File: src/rtl/alu16_pkg.sv
// rtl/alu16_pkg.sv - opcodes, FSM states and opcode decode shared by the ALU16 arbiter
package alu16_pkg;

  localparam logic [2:0] OP_AND = 3'd0;
  localparam logic [2:0] OP_OR  = 3'd1;
  localparam logic [2:0] OP_ADD = 3'd2;
  localparam logic [2:0] OP_SUB = 3'd3;
  localparam logic [2:0] OP_SLT = 3'd4;

  typedef enum logic [1:0] {
    ST_IDLE   = 2'd0,
    ST_SETTLE = 2'd1,
    ST_RESP   = 2'd2
  } state_t;

  typedef struct packed {
    logic sub;
    logic op1;
    logic op2;
    logic illegal;
  } dec_t;

  // Maps a client opcode onto the ALU16 control pins {Sub, Op1, Op2}.
  function automatic dec_t decode_op(input logic [2:0] op);
    dec_t d;
    d = '0;
    case (op)
      OP_AND: d = '0;
      OP_OR:  d.op2 = 1'b1;
      OP_ADD: d.op1 = 1'b1;
      OP_SUB: begin
        d.sub = 1'b1;
        d.op1 = 1'b1;
      end
      OP_SLT: begin
        d.sub = 1'b1;
        d.op1 = 1'b1;
        d.op2 = 1'b1;
      end
      default: d.illegal = 1'b1;
    endcase
    return d;
  endfunction

endpackage

File: src/rtl/alu16_arbiter_rr_arb2.sv
// rtl/alu16_arbiter_rr_arb2.sv - two-way round-robin grant
module rr_arb2 (
  input  logic valid0,
  input  logic valid1,
  input  logic last_grant,
  output logic grant0,
  output logic grant1
);

  // On a tie the requester that was not served last wins.
  assign grant0 = valid0 & (~valid1 | last_grant);
  assign grant1 = valid1 & (~valid0 | ~last_grant);

endmodule

File: src/rtl/alu16_arbiter.sv
// rtl/alu16_arbiter.sv - shares one combinational ALU16 between two requesters
module alu16_arbiter
  import alu16_pkg::*;
#(
  parameter int WIDTH         = 16,
  parameter int SETTLE_CYCLES = 2
) (
  input  logic             clk,
  input  logic             rst_n,
  input  logic             req0_valid,
  output logic             req0_ready,
  input  logic [2:0]       req0_op,
  input  logic [WIDTH-1:0] req0_a,
  input  logic [WIDTH-1:0] req0_b,
  input  logic             req1_valid,
  output logic             req1_ready,
  input  logic [2:0]       req1_op,
  input  logic [WIDTH-1:0] req1_a,
  input  logic [WIDTH-1:0] req1_b,
  output logic             rsp_valid,
  input  logic             rsp_ready,
  output logic             rsp_id,
  output logic [WIDTH-1:0] rsp_f,
  output logic             rsp_cout,
  output logic             rsp_err,
  output logic [WIDTH-1:0] alu_a,
  output logic [WIDTH-1:0] alu_b,
  output logic             alu_sub,
  output logic             alu_op1,
  output logic             alu_op2,
  input  logic [WIDTH-1:0] alu_f,
  input  logic             alu_cout
);

  localparam int              CNT_W       = 4;
  localparam logic [CNT_W-1:0] SETTLE_LOAD = CNT_W'(SETTLE_CYCLES - 1);

  state_t             r_state;
  state_t             w_next_state;
  logic               r_last_grant;
  logic [CNT_W-1:0]   r_cnt;
  logic [WIDTH-1:0]   r_alu_a;
  logic [WIDTH-1:0]   r_alu_b;
  logic               r_alu_sub;
  logic               r_alu_op1;
  logic               r_alu_op2;
  logic               r_rsp_id;
  logic [WIDTH-1:0]   r_rsp_f;
  logic               r_rsp_cout;
  logic               r_rsp_err;

  logic               w_grant0;
  logic               w_grant1;
  logic               w_req0_ready;
  logic               w_req1_ready;
  logic               w_accept;
  logic               w_acc_id;
  logic [2:0]         w_op;
  logic [WIDTH-1:0]   w_a;
  logic [WIDTH-1:0]   w_b;
  dec_t               w_dec;

  rr_arb2 u_rr_arb2 (
    .valid0     (req0_valid),
    .valid1     (req1_valid),
    .last_grant (r_last_grant),
    .grant0     (w_grant0),
    .grant1     (w_grant1)
  );

  // Grants are one-hot, so grant1 alone selects the winning payload.
  assign w_acc_id = w_grant1;
  assign w_op     = w_grant1 ? req1_op : req0_op;
  assign w_a      = w_grant1 ? req1_a  : req0_a;
  assign w_b      = w_grant1 ? req1_b  : req0_b;
  assign w_dec    = decode_op(w_op);

  always_ff @(posedge clk) begin
    if (!rst_n) begin
      r_state <= ST_IDLE;
    end else begin
      r_state <= w_next_state;
    end
  end

  always_comb begin
    w_next_state = r_state;
    w_req0_ready = 1'b0;
    w_req1_ready = 1'b0;
    w_accept     = 1'b0;
    case (r_state)
      ST_IDLE: begin
        w_req0_ready = w_grant0;
        w_req1_ready = w_grant1;
        w_accept     = w_grant0 | w_grant1;
        if (w_accept) begin
          w_next_state = w_dec.illegal ? ST_RESP : ST_SETTLE;
        end
      end
      ST_SETTLE: begin
        if (r_cnt == '0) begin
          w_next_state = ST_RESP;
        end
      end
      ST_RESP: begin
        if (rsp_ready) begin
          w_next_state = ST_IDLE;
        end
      end
      default: w_next_state = ST_IDLE;
    endcase
  end

  always_ff @(posedge clk) begin
    if (!rst_n) begin
      r_last_grant <= 1'b1;
      r_cnt        <= '0;
      r_alu_a      <= '0;
      r_alu_b      <= '0;
      r_alu_sub    <= 1'b0;
      r_alu_op1    <= 1'b0;
      r_alu_op2    <= 1'b0;
      r_rsp_id     <= 1'b0;
      r_rsp_f      <= '0;
      r_rsp_cout   <= 1'b0;
      r_rsp_err    <= 1'b0;
    end else begin
      case (r_state)
        ST_IDLE: begin
          if (w_accept) begin
            r_last_grant <= w_acc_id;
            r_rsp_id     <= w_acc_id;
            // Illegal opcodes never touch the ALU pins; the response is synthesised here.
            if (w_dec.illegal) begin
              r_rsp_err  <= 1'b1;
              r_rsp_f    <= '0;
              r_rsp_cout <= 1'b0;
            end else begin
              r_alu_a   <= w_a;
              r_alu_b   <= w_b;
              r_alu_sub <= w_dec.sub;
              r_alu_op1 <= w_dec.op1;
              r_alu_op2 <= w_dec.op2;
              r_cnt     <= SETTLE_LOAD;
            end
          end
        end
        ST_SETTLE: begin
          if (r_cnt == '0) begin
            r_rsp_f    <= alu_f;
            r_rsp_cout <= alu_cout;
            r_rsp_err  <= 1'b0;
          end else begin
            r_cnt <= r_cnt - 1'b1;
          end
        end
        default: begin
        end
      endcase
    end
  end

  assign req0_ready = w_req0_ready;
  assign req1_ready = w_req1_ready;
  assign rsp_valid  = (r_state == ST_RESP);
  assign rsp_id     = r_rsp_id;
  assign rsp_f      = r_rsp_f;
  assign rsp_cout   = r_rsp_cout;
  assign rsp_err    = r_rsp_err;
  assign alu_a      = r_alu_a;
  assign alu_b      = r_alu_b;
  assign alu_sub    = r_alu_sub;
  assign alu_op1    = r_alu_op1;
  assign alu_op2    = r_alu_op2;

endmodule

File: config.mk
export PLATFORM = sky130hd
export DESIGN_NAME = alu16_arbiter
export DESIGN_NICKNAME = d
export VERILOG_FILES = /design/src/rtl/alu16_pkg.sv /design/src/rtl/alu16_arbiter_rr_arb2.sv /design/src/rtl/alu16_arbiter.sv
export SDC_FILE = /design/constraint.sdc
export NUM_CORES = 1
export LEC_CHECK = 0
export CORE_ASPECT_RATIO = 2
export CORE_MARGIN = 3
export CORE_UTILIZATION = 36
export CTS_BUF_LIST = sky130_fd_sc_hd__clkbuf_16
export DETAILED_ROUTE_END_ITERATION = 12
export GPL_ROUTABILITY_DRIVEN = 0
export PLACE_DENSITY = 0.84
export SLEW_MARGIN = 10
export SYNTH_ARGS = -nofsm -noshare
export SYNTH_HDL_FRONTEND = slang
export SYNTH_HIERARCHICAL = 1
export SYNTH_SLANG_ARGS = --single-unit
File: constraint.sdc
create_clock -name clk -period 1.8 [get_ports clk]
set_input_delay 0.18 -clock clk [delete_from_list [all_inputs] [get_ports clk]]
set_output_delay 0.18 -clock clk [all_outputs]
set_load 0.05 [all_outputs]
==> impl_metrics.yaml, run 1 <==
clocking:
  cts_hold_buf: 0
  clk_pin_slew_ns: 0.06
  cts-root-buf: "clkbuf_16"
  cts_buffers: 9
  cts_tree: "built"
  clock_path_buffers: 2
  cts.sinks: 61
  h-tree-depth: 3
  worstSkewPairLatency_ns: 0.32
timing:
  hold_slack_ns: 0.402
  worstMarginPinSlew_ns: 0.543
  fin_tns_setup_ns: 0
  slew-limit-headroom_pct: 63.7
  finalSetupViolations: 0
  worst_slack_ns: 0.0413
  hold_viol_final: 0
  max_freq_mhz: 569
  finalClockSkew_ns: 0.00612
  slew_viol_final: 0
  fin_crit_sh_pct: 97.7
  finalCriticalPeriod_ns: 1.76
routing:
  wl_met3_um: 473
  first_pass_iters: 4
  totalWireLength_um: 8920
  drt_iter0_drc: 103
  wl_per_cell_um: 15.9
  top_layer: "met4"
  drc: 0
  vias: 2791
  routedLengthMet1_um: 3050
  antenna_left: 0
  wl_met2_um: 5170
  via_per_inst: 4.97
critical_path:
  r2r_slack_ns: 0.07
  reg2reg_from: "r_last_grant"
  worstPathRequired_ns: 2.04
  critPathMaxFanout: 13
  setup.worst_path.start_class: "input pin"
  reg2reg_depth: 8
  crit_path_end_kind: "flop"
  arrival_ns: 1.99
  crit_type: "input pin to flop"
  worst_r2r_endpoint: "alu_b[6]"
place:
  dp_hpwl_um: 6540
  dp.cells: 541
  port_buffers: 148
  dp_slack_ns: -0.324
global_route:
  grt_antenna_before_repair: 0
  grt_pass1_vias: 3062
  grt_overflow: 0
  grt_use_total_pct: 19.3
  grt_max_degree: 33
  grt_first_pass_wirelength_um: 14500
synthesis:
  synth_sequential_area_ratio_pct: 41.7
  synth_cells: 298
  synth-edff-count: 0
  synth.top_cell.area_share_pct: 41.7
  synth_ff_type: "dfxtp_1"
  avgSynthCellArea_um2: 9.82
  synthArstFlopShare_pct: 0
  ys_types: 38
  synth_nets: 392
  netlist_top_cells_area: "dfxtp_1 (42%), mux2i_1 (18%), a211oi_2 (14%)"
  synth_top_cell_by_area: "dfxtp_1"
  synth_warnings: 6
  ys_seq_elements: 61
  synth_area_um2: 2930
cells_and_area:
  syn2layout_area_growth_pct: 72.8
  n_antenna_cell: 0
  layout-drive-gt1-share_pct: 19.0
  nets: 557
  final_cell_mix: "clkdlybuf4s50_1 (142), dfxtp_1 (60), mux2i_1 (52), nand2_1 (40), nor2_1 (37)"
  final_cells: 562
  final_common_cell: "clkdlybuf4s50_1"
run:
  maxCapViolCount: 0
pwr:
  p_leak_uw: 0.00197
  powerDensity_nw_per_um2: 1210
  ir_worst_vdd_mv: 0.668
  total_power_uw: 6110
floorplanning:
  initial_core_util_pct: 37.7
  die_h_um: 134
  dieArea_um2: 9320
  ioPinCount: 149
  dieWidth_um: 69.8
  core_um2: 7770
  rows: 45
hold_path:
  min_to: "rsp_f[2]"
  hp-class: "input pin to flop"
  min_from: "alu_f[2]"
  holdPathStages: 3
run_status:
  status: "complete, no violations"
[cell usage after synthesis, types with 2 or more instances]
cell type / count
buf_4: 5
o21ai_0: 3
nand2_1: 40
nand2b_1: 2
inv_1: 8
a21oi_1: 7
nor3_1: 3
a211oi_2: 33
mux2i_1: 52
ha_1: 2
buf_2: 5
clkbuf_1: 7
nor2_1: 38
nand4b_1: 2
nand3b_1: 3
dfxtp_1: 61
nor2b_1: 3
buf_1: 2
a32oi_1: 2
or2_1: 2
[sequential cells by signal, indices dropped and copies added, names as in the netlist]
signal,cells
rsp_err,1
rsp_f,16
rsp_cout,1
r_last_grant,1
r_cnt,4
alu_sub,1
alu_b,16
rsp_id,1
r_state,2
alu_op2,1
alu_op1,1
alu_a,16
[layer usage]
metal  up-vias  GRT usage (%)
met5         -              0
met4         0           8.10
met3        15           5.14
met2       102           37.9
met1      1291           18.2
li1       1383              -
[final cells by class]
| type | count | area [um2] |
|---|---|---|
| Fill cell | 594 | 2710 |
| Timing Repair Buffer | 175 | 1790 |
| Multi-Input combinational cell | 207 | 1590 |
| Sequential cell | 61 | 1220 |
| Clock buffer | 9 | 225 |
| Tap cell | 94 | 118 |
| Clock inverter | 7 | 81.3 |
| Inverter | 9 | 33.8 |
[cells by family after synthesis]
kind of cell | after synthesis | synth area share (%)
xor gates and xnor gates | 1 | 0.299
DFF | 61 | 41.7
buffers and inverters | 30 | 5.00
muxes | 53 | 18.2
adders and majority gates | 2 | 0.855
AOI/OAI and AO/OA | 55 | 20.0
and+or+nand+nor | 96 | 14.0
[critical path, cell delays in order]
cell and delay, ns:
clkdlybuf4s50_1 0.45, a21boi_4 0.17, buf_6 0.15, o211a_4 0.15
a2111oi_4 0.28, buf_6 0.19, buf_12 0.15, nor2_1 0.06
a211oi_2 0.22
[power by group]
group / switching, uW / internal [uW] / total, uW / leakage (uW)
registers: 122 / 1570 / 1690 / 0.000500
clock network: 645 / 1090 / 1730 / 0.000147
logic: 1540 / 1150 / 2690 / 0.00132
total: 2310 / 3800 / 6110 / 0.00197
[metrics by stage]
step	utilization, %	area (um2)
2_1_floorplan	-	2930
3_3_place_gp	59.8	4640
3_5_place_dp	59.8	4640
4_1_cts	64.6	5020
5_1_grt	65.1	5060
6_report	65.1	5060
[worst max-delay path by stage]
stage,startpoint,to,cells after the start
2_1_floorplan,r_last_grant,alu_a[0],6
3_3_place_gp,req0_valid,alu_b[13],7
3_5_place_dp,req0_valid,alu_a[9],8
4_1_cts,req1_valid,alu_b[6],9
5_1_grt,r_last_grant,rsp_f[0],8
6_report,req1_valid,alu_b[6],9
[what timing repair did]
item | 4_1_cts | 5_1_grt
gates cloned | 2 | 1
setup buffers | 2 | 0
pin swaps | 1 | 0
resized for setup | 4 | 4
setup endpoints to repair | 11 | 44
Power figures use the tool's default switching activity.
==> run 2, diff against run 1 <==
--- a/config.mk
+++ b/config.mk
@@ -11,8 +11,8 @@
 export CTS_BUF_LIST = sky130_fd_sc_hd__clkbuf_16
 export DETAILED_ROUTE_END_ITERATION = 12
 export GPL_ROUTABILITY_DRIVEN = 0
-export PLACE_DENSITY = 0.84
-export SLEW_MARGIN = 10
+export PLACE_DENSITY = 0.83
+export SLEW_MARGIN = 20
 export SYNTH_ARGS = -nofsm -noshare
 export SYNTH_HDL_FRONTEND = slang
 export SYNTH_HIERARCHICAL = 1
==> run 2 against run 1 <==
Fmax increased by 0.99%. Clock power up 6%. Critical path type is now flop to flop. Combinational power up 1%. Critical path depth is 2 lower. Core utilization grew 0.98 points. Worst setup slack better by 0.017 ns. Routed wire length shrank 0.73%. Hold slack improved by 0.0024 ns. Via count decreased by 0.47%. Register-to-register slack barely moved.
==> impl_metrics.yaml, run 2 (same netlist as run 1, synthesis figures left out) <==
timing:
  worstMarginPinSlew_ns: 0.569
  fin_crit_sh_pct: 96.7
  slew-limit-headroom_pct: 62.0
  max_freq_mhz: 574
  slew_viol_final: 0
  finalSetupViolations: 0
  finalClockSkew_ns: 0.00723
  fin_tns_setup_ns: 0
  grt_setup_unrepaired: "true"
  finalCriticalPeriod_ns: 1.74
  hold_slack_ns: 0.404
  hold_viol_final: 0
floorplanning:
  dieArea_um2: 9320
  die_h_um: 134
  core_um2: 7770
  initial_core_util_pct: 37.7
  dieWidth_um: 69.8
  ioPinCount: 149
  rows: 45
critical_path:
  crit_type: "flop to flop"
  arrival_ns: 1.98
  crit_path_end_kind: "flop"
  critPathMaxFanout: 6
  worst_r2r_endpoint: "r_cnt[0]"
  crit_end: "r_cnt[0]"
  reg2reg_from: "r_last_grant"
  worstPathRequired_ns: 2.04
  cp-startpoint: "r_last_grant"
  reg2reg_depth: 7
  setup.worst_path.start_class: "flop"
  r2r_slack_ns: 0.06
place:
  dp_hpwl_um: 6440
  port_buffers: 148
pwr:
  ir_worst_vdd_mv: 0.900
  powerDensity_nw_per_um2: 1210
  p_leak_uw: 0.00200
  total_power_uw: 6240
clocking:
  cts_tree: "built"
  worstSkewPairLatency_ns: 0.32
  cts.sinks: 61
  cts_buffers: 9
  h-tree-depth: 3
  cts_hold_buf: 0
  clock_path_buffers: 2
  cts-root-buf: "clkbuf_16"
  clk_pin_slew_ns: 0.06
global_route:
  grt_use_total_pct: 18.3
  grt_max_degree: 36
  grt_pass1_vias: 2899
  grt_overflow: 0
  grt_antenna_before_repair: 0
  grt_first_pass_wirelength_um: 13800
run:
  maxCapViolCount: 0
routing:
  first_pass_iters: 4
  vias: 2778
  drc: 0
  via_per_inst: 4.95
  drt_iter0_drc: 68
  wl_per_cell_um: 15.8
  totalWireLength_um: 8850
  antenna_left: 0
cells_and_area:
  nets: 556
  final_cell_mix: "clkdlybuf4s50_1 (141), dfxtp_1 (60), mux2i_1 (51), nand2_1 (40), nor2_1 (37)"
  n_antenna_cell: 0
  layout-drive-gt1-share_pct: 19.9
  final_common_cell: "clkdlybuf4s50_1"
  syn2layout_area_growth_pct: 75.4
hold_path:
  hp-class: "input pin to flop"
run_status:
  status: "complete, no violations"
==> run 2: what timing repair did <==
| item | in CTS | in global routing |
|---|---|---|
| cloned | 1 | 2 |
| pin swaps | 1 | 2 |
| endpoints found under the setup margin | 32 | 54 |
| resized for setup | 3 | 16 |
| setup buffers | 2 | 1 |
==> run 2: stage by stage <==
| step | setup slack, ns | area (um2) | utilization, % | std cells |
|---|---|---|---|---|
| final | 0.0586 | 5140 | 66.1 | 561 |
| after global routing | -0.0392 | 5140 | 66.1 | 561 |
| after CTS | 0.0156 | 5050 | 65.0 | 559 |
| after detailed placement | -0.417 | 4660 | 60.0 | 540 |
| after global placement | -0.297 | 4660 | 60.0 | 540 |
| after floorplan | 0.0244 | 2930 | - | 298 |
==> run 2: critical path, cell delays in order (launching register included) <==
cell	delay (ns)
dfxtp_2	0.34
a21boi_4	0.26
nor2b_4	0.09
a2111oi_4	0.35
buf_6	0.21
buf_4	0.16
nor3_1	0.06
a211oi_2	0.19
==> run 2: report_power, final <==
group | switching (uW) | internal [uW] | total (uW)
combinational | 1570 | 1160 | 2730
clock | 612 | 1210 | 1830
sequential | 115 | 1570 | 1680
total | 2290 | 3940 | 6240
==> run 2: metal layers <==
| metal | track usage, % | part of all wire (%) |
|---|---|---|
| met5 | 0 | 0 |
| met4 | 7.89 | 2.2 |
| met3 | 4.91 | 5.4 |
| met2 | 35.5 | 58 |
| met1 | 17.4 | 35 |
==> run 2: how the worst min path moves through the flow <==
stage,from,endpoint,slack (ns),cells after the start
floorplan,alu_cout,rsp_cout,0.32,2
global placement,rsp_cout,rsp_cout,0.45,2
detailed placement,rsp_f[4],rsp_f[4],0.46,2
CTS,alu_f[5],rsp_f[5],0.40,3
global route,alu_cout,rsp_cout,0.40,3
finish,alu_f[5],rsp_f[5],0.40,3
==> run 2: area by class of cell <==
cell class / instances / area (um2)
tap: 94 / 118
clock inverter: 7 / 100
sequential: 61 / 1220
clock buffer: 9 / 225
multi-input combinational: 207 / 1620
fill: 612 / 2630
inverter: 9 / 33.8
timing repair buffer: 174 / 1820
